[config.mk]
export PLATFORM = sky130hd
export DESIGN_NAME = cacheline_adapter
export DESIGN_NICKNAME = d
export VERILOG_FILES = /design/src/rtl/cla_pkg.sv /design/src/rtl/cla_perf_counter.sv /design/src/rtl/cacheline_adapter.sv
export SDC_FILE = /design/constraint.sdc
export NUM_CORES = 1
export LEC_CHECK = 0
export ABC_AREA = 1
export CAP_MARGIN = 25
export CORE_AREA = 2 2 303 305
export CTS_BUF_LIST = sky130_fd_sc_hd__clkbuf_8
export DETAILED_ROUTE_END_ITERATION = 6
export DIE_AREA = 0 0 305 307
export GPL_TIMING_DRIVEN = 0
export PLACE_DENSITY_LB_ADDON = 0.12
export SLEW_MARGIN = 20
export SYNTH_ARGS = -nofsm -noshare
export SYNTH_HDL_FRONTEND = slang
export SYNTH_HIERARCHICAL = 1
export SYNTH_SLANG_ARGS = --single-unit
[constraint.sdc]
create_clock -name clk -period 33.6 [get_ports clk]
set_clock_uncertainty 0.15 [all_clocks]
set_input_delay 6.72 -clock clk [delete_from_list [all_inputs] [get_ports clk]]
set_output_delay 6.72 -clock clk [all_outputs]
set_load 0.1 [all_outputs]
[src/rtl/cla_pkg.sv]
// Shared types and constants for the cache-line adapter.
// The FSM state encoding lives here so the top and any tooling agree on it.
package cla_pkg;

  localparam int LINE_W  = 256;
  localparam int BURST_W = 64;
  localparam int N_BEATS = LINE_W / BURST_W;
  localparam int BEAT_W  = $clog2(N_BEATS);

  localparam logic [31:0] OFFSET_MASK = 32'hFFFF_FFE0;

  typedef enum logic [1:0] {
    IDLE     = 2'd0,
    RD_BURST = 2'd1,
    WR_BURST = 2'd2,
    DONE     = 2'd3
  } cla_state_t;

endpackage

[src/rtl/cla_perf_counter.sv]
// Saturating 32-bit event counter used for the adapter's burst statistics.
// It stops at all-ones so a long run never wraps back to a small value.
module cla_perf_counter (
  input  logic        clk,
  input  logic        rst,
  input  logic        inc,
  output logic [31:0] cnt
);

  always_ff @(posedge clk or posedge rst) begin
    if (rst) begin
      cnt <= '0;
    end else if (inc && (cnt != '1)) begin
      cnt <= cnt + 32'd1;
    end
  end

endmodule

[src/rtl/cacheline_adapter.sv]
// Converts 256-bit cache line reads/writes into 4-beat 64-bit memory bursts.
// Define CLA_PERF_CNT_EN to build the saturating read/write burst counters.
module cacheline_adapter
  import cla_pkg::*;
(
  input  logic                clk,
  input  logic                rst,
  input  logic [LINE_W-1:0]   line_i,
  output logic [LINE_W-1:0]   line_o,
  input  logic [31:0]         address_i,
  input  logic                read_i,
  input  logic                write_i,
  output logic                resp_o,
  input  logic [BURST_W-1:0]  burst_i,
  output logic [BURST_W-1:0]  burst_o,
  output logic [31:0]         address_o,
  output logic                read_o,
  output logic                write_o,
  input  logic                resp_i,
  output logic [31:0]         rd_cnt_o,
  output logic [31:0]         wr_cnt_o
);

  cla_state_t          state;
  logic [BEAT_W-1:0]   beat;
  logic [31:0]         addr_q;
  logic [LINE_W-1:0]   fill_q;
  logic [LINE_W-1:0]   wb_q;
  logic                last_beat;

  assign last_beat = resp_i && (beat == BEAT_W'(N_BEATS - 1));

  // Fill and writeback buffers are separate so line_o holds the last fill across writebacks.
  always_ff @(posedge clk or posedge rst) begin
    if (rst) begin
      state  <= IDLE;
      beat   <= '0;
      addr_q <= '0;
      // NOTE: these buffers are plain flops rather than a RAM macro, so resetting them is legal and keeps line_o defined.
      fill_q <= '0;
      wb_q   <= '0;
    end else begin
      // NOTE: non-blocking assignments throughout so every branch sees the pre-edge beat and state.
      case (state)
        IDLE: begin
          beat <= '0;
          if (write_i) begin
            addr_q <= address_i & OFFSET_MASK;
            wb_q   <= line_i;
            state  <= WR_BURST;
          end else if (read_i) begin
            addr_q <= address_i & OFFSET_MASK;
            state  <= RD_BURST;
          end
        end
        RD_BURST: begin
          if (resp_i) begin
            fill_q[beat*BURST_W +: BURST_W] <= burst_i;
            beat <= beat + 1'b1;
            if (last_beat) state <= DONE;
          end
        end
        WR_BURST: begin
          if (resp_i) begin
            beat <= beat + 1'b1;
            if (last_beat) state <= DONE;
          end
        end
        DONE:    state <= IDLE;
        default: state <= IDLE;
      endcase
    end
  end

  // Strobes decode straight from state so an async reset drops them immediately.
  assign read_o    = (state == RD_BURST);
  assign write_o   = (state == WR_BURST);
  assign resp_o    = (state == DONE);
  assign address_o = addr_q;
  assign line_o    = fill_q;
  assign burst_o   = write_o ? wb_q[beat*BURST_W +: BURST_W] : '0;

`ifdef CLA_PERF_CNT_EN
  cla_perf_counter u_rd_cnt (
    .clk (clk),
    .rst (rst),
    .inc (read_o && last_beat),
    .cnt (rd_cnt_o)
  );

  cla_perf_counter u_wr_cnt (
    .clk (clk),
    .rst (rst),
    .inc (write_o && last_beat),
    .cnt (wr_cnt_o)
  );
`else
  assign rd_cnt_o = '0;
  assign wr_cnt_o = '0;
`endif

endmodule

==> results.toml <==
[routing]
vias = 22226
routedWlPerCell_um = 19.9
wl_um = 102000
first_pass_iters = 7
drc_errors = 0
viasPerCell = 4.33
ant_nets = 0
drt_iter0_drc = 1179

[clocking]
cts_resized = 0
cts_buffer_depth = 3
insertion_delay_ps = 680
hold_buffers = 0
cts_setup_buffers = 0
cts_tree = "built"
numCtsBuffers = 103
clkTransAtPathRegs_ps = 60
cts.sinks = 543
cts_max_level = 3
clock-root-buffer = "clkbuf_8"

[worst_setup_path]
path_delay_family = "buffers and inverters"
path_class = "reg2out"
cp_max_fo = 10
critPathLaunchType = "flip-flop"
crit_required_ps = 26730
max_stage_delay_ps = 1230
cp.arrival_ps = 3730
ff2ff_path_depth = 10
worstReg2RegStart = "beat[0]$_DFFE_PP0P_"
end_kind = "primary output"
worstReg2RegEnd = "line_o[171]$_DFFE_PP0P_"
reg2reg_setup_slack_ps = 30430
crit_cells = 5
path_buf_inv = 3
cp_cell_sequence = "buf_2 > buf_1 > nand3_1 > a21oi_1 > clkdlybuf4s50_1"
crit_slowest_cell = "clkdlybuf4s50_1"

[floorplanning]
start_util_pct = 26.8
die_height_um = 307
rows = 111
die_w_um = 305
ios = 776
die_area_mm2 = 0.0936
core_area_mm2 = 0.0907

[final_layout]
fin_area_mm2 = 0.0356
area_growth_pct = 46.6
num-nets-final = 4225
fin_util_pct = 39.3
drive_above_1_share_pct = 10.2
final_cell_mix = "nand2_1 (746), clkdlybuf4s50_1 (698), dfrtp_1 (543)"
layout_commonest_cell = "nand2_1"
nFillCells = 9517

[global_route]
grt_start_max_net_pins = 97
grt_pass1_wl_um = 151000
grt_antenna_before_repair = 32
grtUsageTotal_pct = 21.5
grt_pass1_vias = 22738
grt_remaining_overflow = 0

[sta]
min_period_ps = 10600
slew_headroom_pct = 25.4
fin_crit_sh_pct = 31.6
slew_violations = 0
setup-tns-final_ps = 0
rsz0062_at_grt = "false"
fmax_mhz = 94.3
hold_viol = 0
setup_viol = 0
tightest_slew_ps = 1120
fin_ws_ps = 23000

[synth]
syn_inst = 2965
syn_avg_cell_area_um2 = 8.20
ys_warn_count = 6
synth_top_cell_by_area = "dfrtp_1"
ys_seq_area_share_pct = 55.9
synth_cell_types = 24
syn_area_mm2 = 0.0243
synth_area_leaders = "dfrtp_1 (56%), nand2_1 (12%), a21oi_1 (6.6%)"
synth_top_area_share_pct = 55.9
synth-seq-cells = 543

[pwr]
ir_drop_v = 0.0000542
total_power_mw = 3.42
power_leakage_nw = 17.6
p_per_area_mw_per_mm2 = 95.9

[run_status]
outcome = "complete, no violations"

[min_path]
hp-class = "reg2reg"
hold_depth = 2
hp-start = "line_o[28]$_DFFE_PP0P_"
hold_end = "line_o[28]$_DFFE_PP0P_"

[placement]
place_ws_ps = 23650
port_buffers = 701
hpwl_um = 78900
dpl_cell_area_mm2 = 0.0335
place.gp.congestion = 0.860

[run]
cap_viol_max_count = 0
-- metal layers --
layer,up-vias,track usage [%],wire length [um]
met5,-,0,321
met3,165,6.93,7690
li1,10927,-,-
met2,638,37.5,50800
met4,50,5.66,2100
met1,10446,25.4,41400
-- layout make-up --
type	instances	area (um^2)	area share, %
Sequential cell	543	13600	38.1
Multi-Input combinational cell	1887	8180	22.9
Timing Repair Buffer	719	7500	21.0
Clock buffer	127	1750	4.90
Buffer	254	1490	4.18
Tap cell	1186	1480	4.16
Inverter	349	1320	3.71
Clock inverter	60	325	0.913
Antenna cell	7	17.5	0.0491
-- Yosys cell counts (all sizes together) --
master and count:
a21oi 320, buf 213, clkbuf 41, conb 1
dfrtp 543, ha 11, inv 349, nand2 751
nand3 261, nor2 315, o21ai 159, o22ai 1
-- cells by family after synthesis --
| kind of cell | share of synthesized area, % |
|---|---|
| adder cells (fa/ha/maj) | 0.566 |
| AND/OR/NAND/NOR | 22.1 |
| buffers and inverters | 11.5 |
| flip-flops | 55.9 |
| other | 0.0154 |
| AO/OA/AOI/OAI | 9.90 |
-- worst max-delay path by stage --
stage                                      to                start
floorplan           address_o[10]$_DFFE_PP0P_                  rst
global placement        wb_q[214]$_DFFE_PP0P_                  rst
detailed placement                burst_o[34]  beat[1]$_DFFE_PP0P_
CTS                               burst_o[34]  beat[1]$_DFFE_PP0P_
global route                      burst_o[44]  beat[1]$_DFFE_PP0P_
finish                            burst_o[34]  beat[1]$_DFFE_PP0P_
-- state kept, by name (all words and copies together) (netlist names) --
name / flops
line_o: 256
state: 2
beat: 2
wb_q: 256
address_o: 27
-- power breakdown --
group	internal, mW	leakage (nW)	total [mW]	switching [mW]
Clock	0.349	1.21	0.655	0.306
Combinational	0.448	9.67	1.84	1.39
Sequential	0.857	6.70	0.927	0.0691
-- tightest hold or removal path, cell delays in order (launching register included) --
cell     delay (ps)
dfrtp_1         340
nand2_1          50
nand2_1          50
-- metrics by stage --
step	hold slack (ps)	instances
floorplan	331	3033
global placement	314	4920
detailed placement	315	4937
CTS	330	5124
global route	347	5129
finish	327	5132
Note: power is estimated with default switching activity, not from simulation.
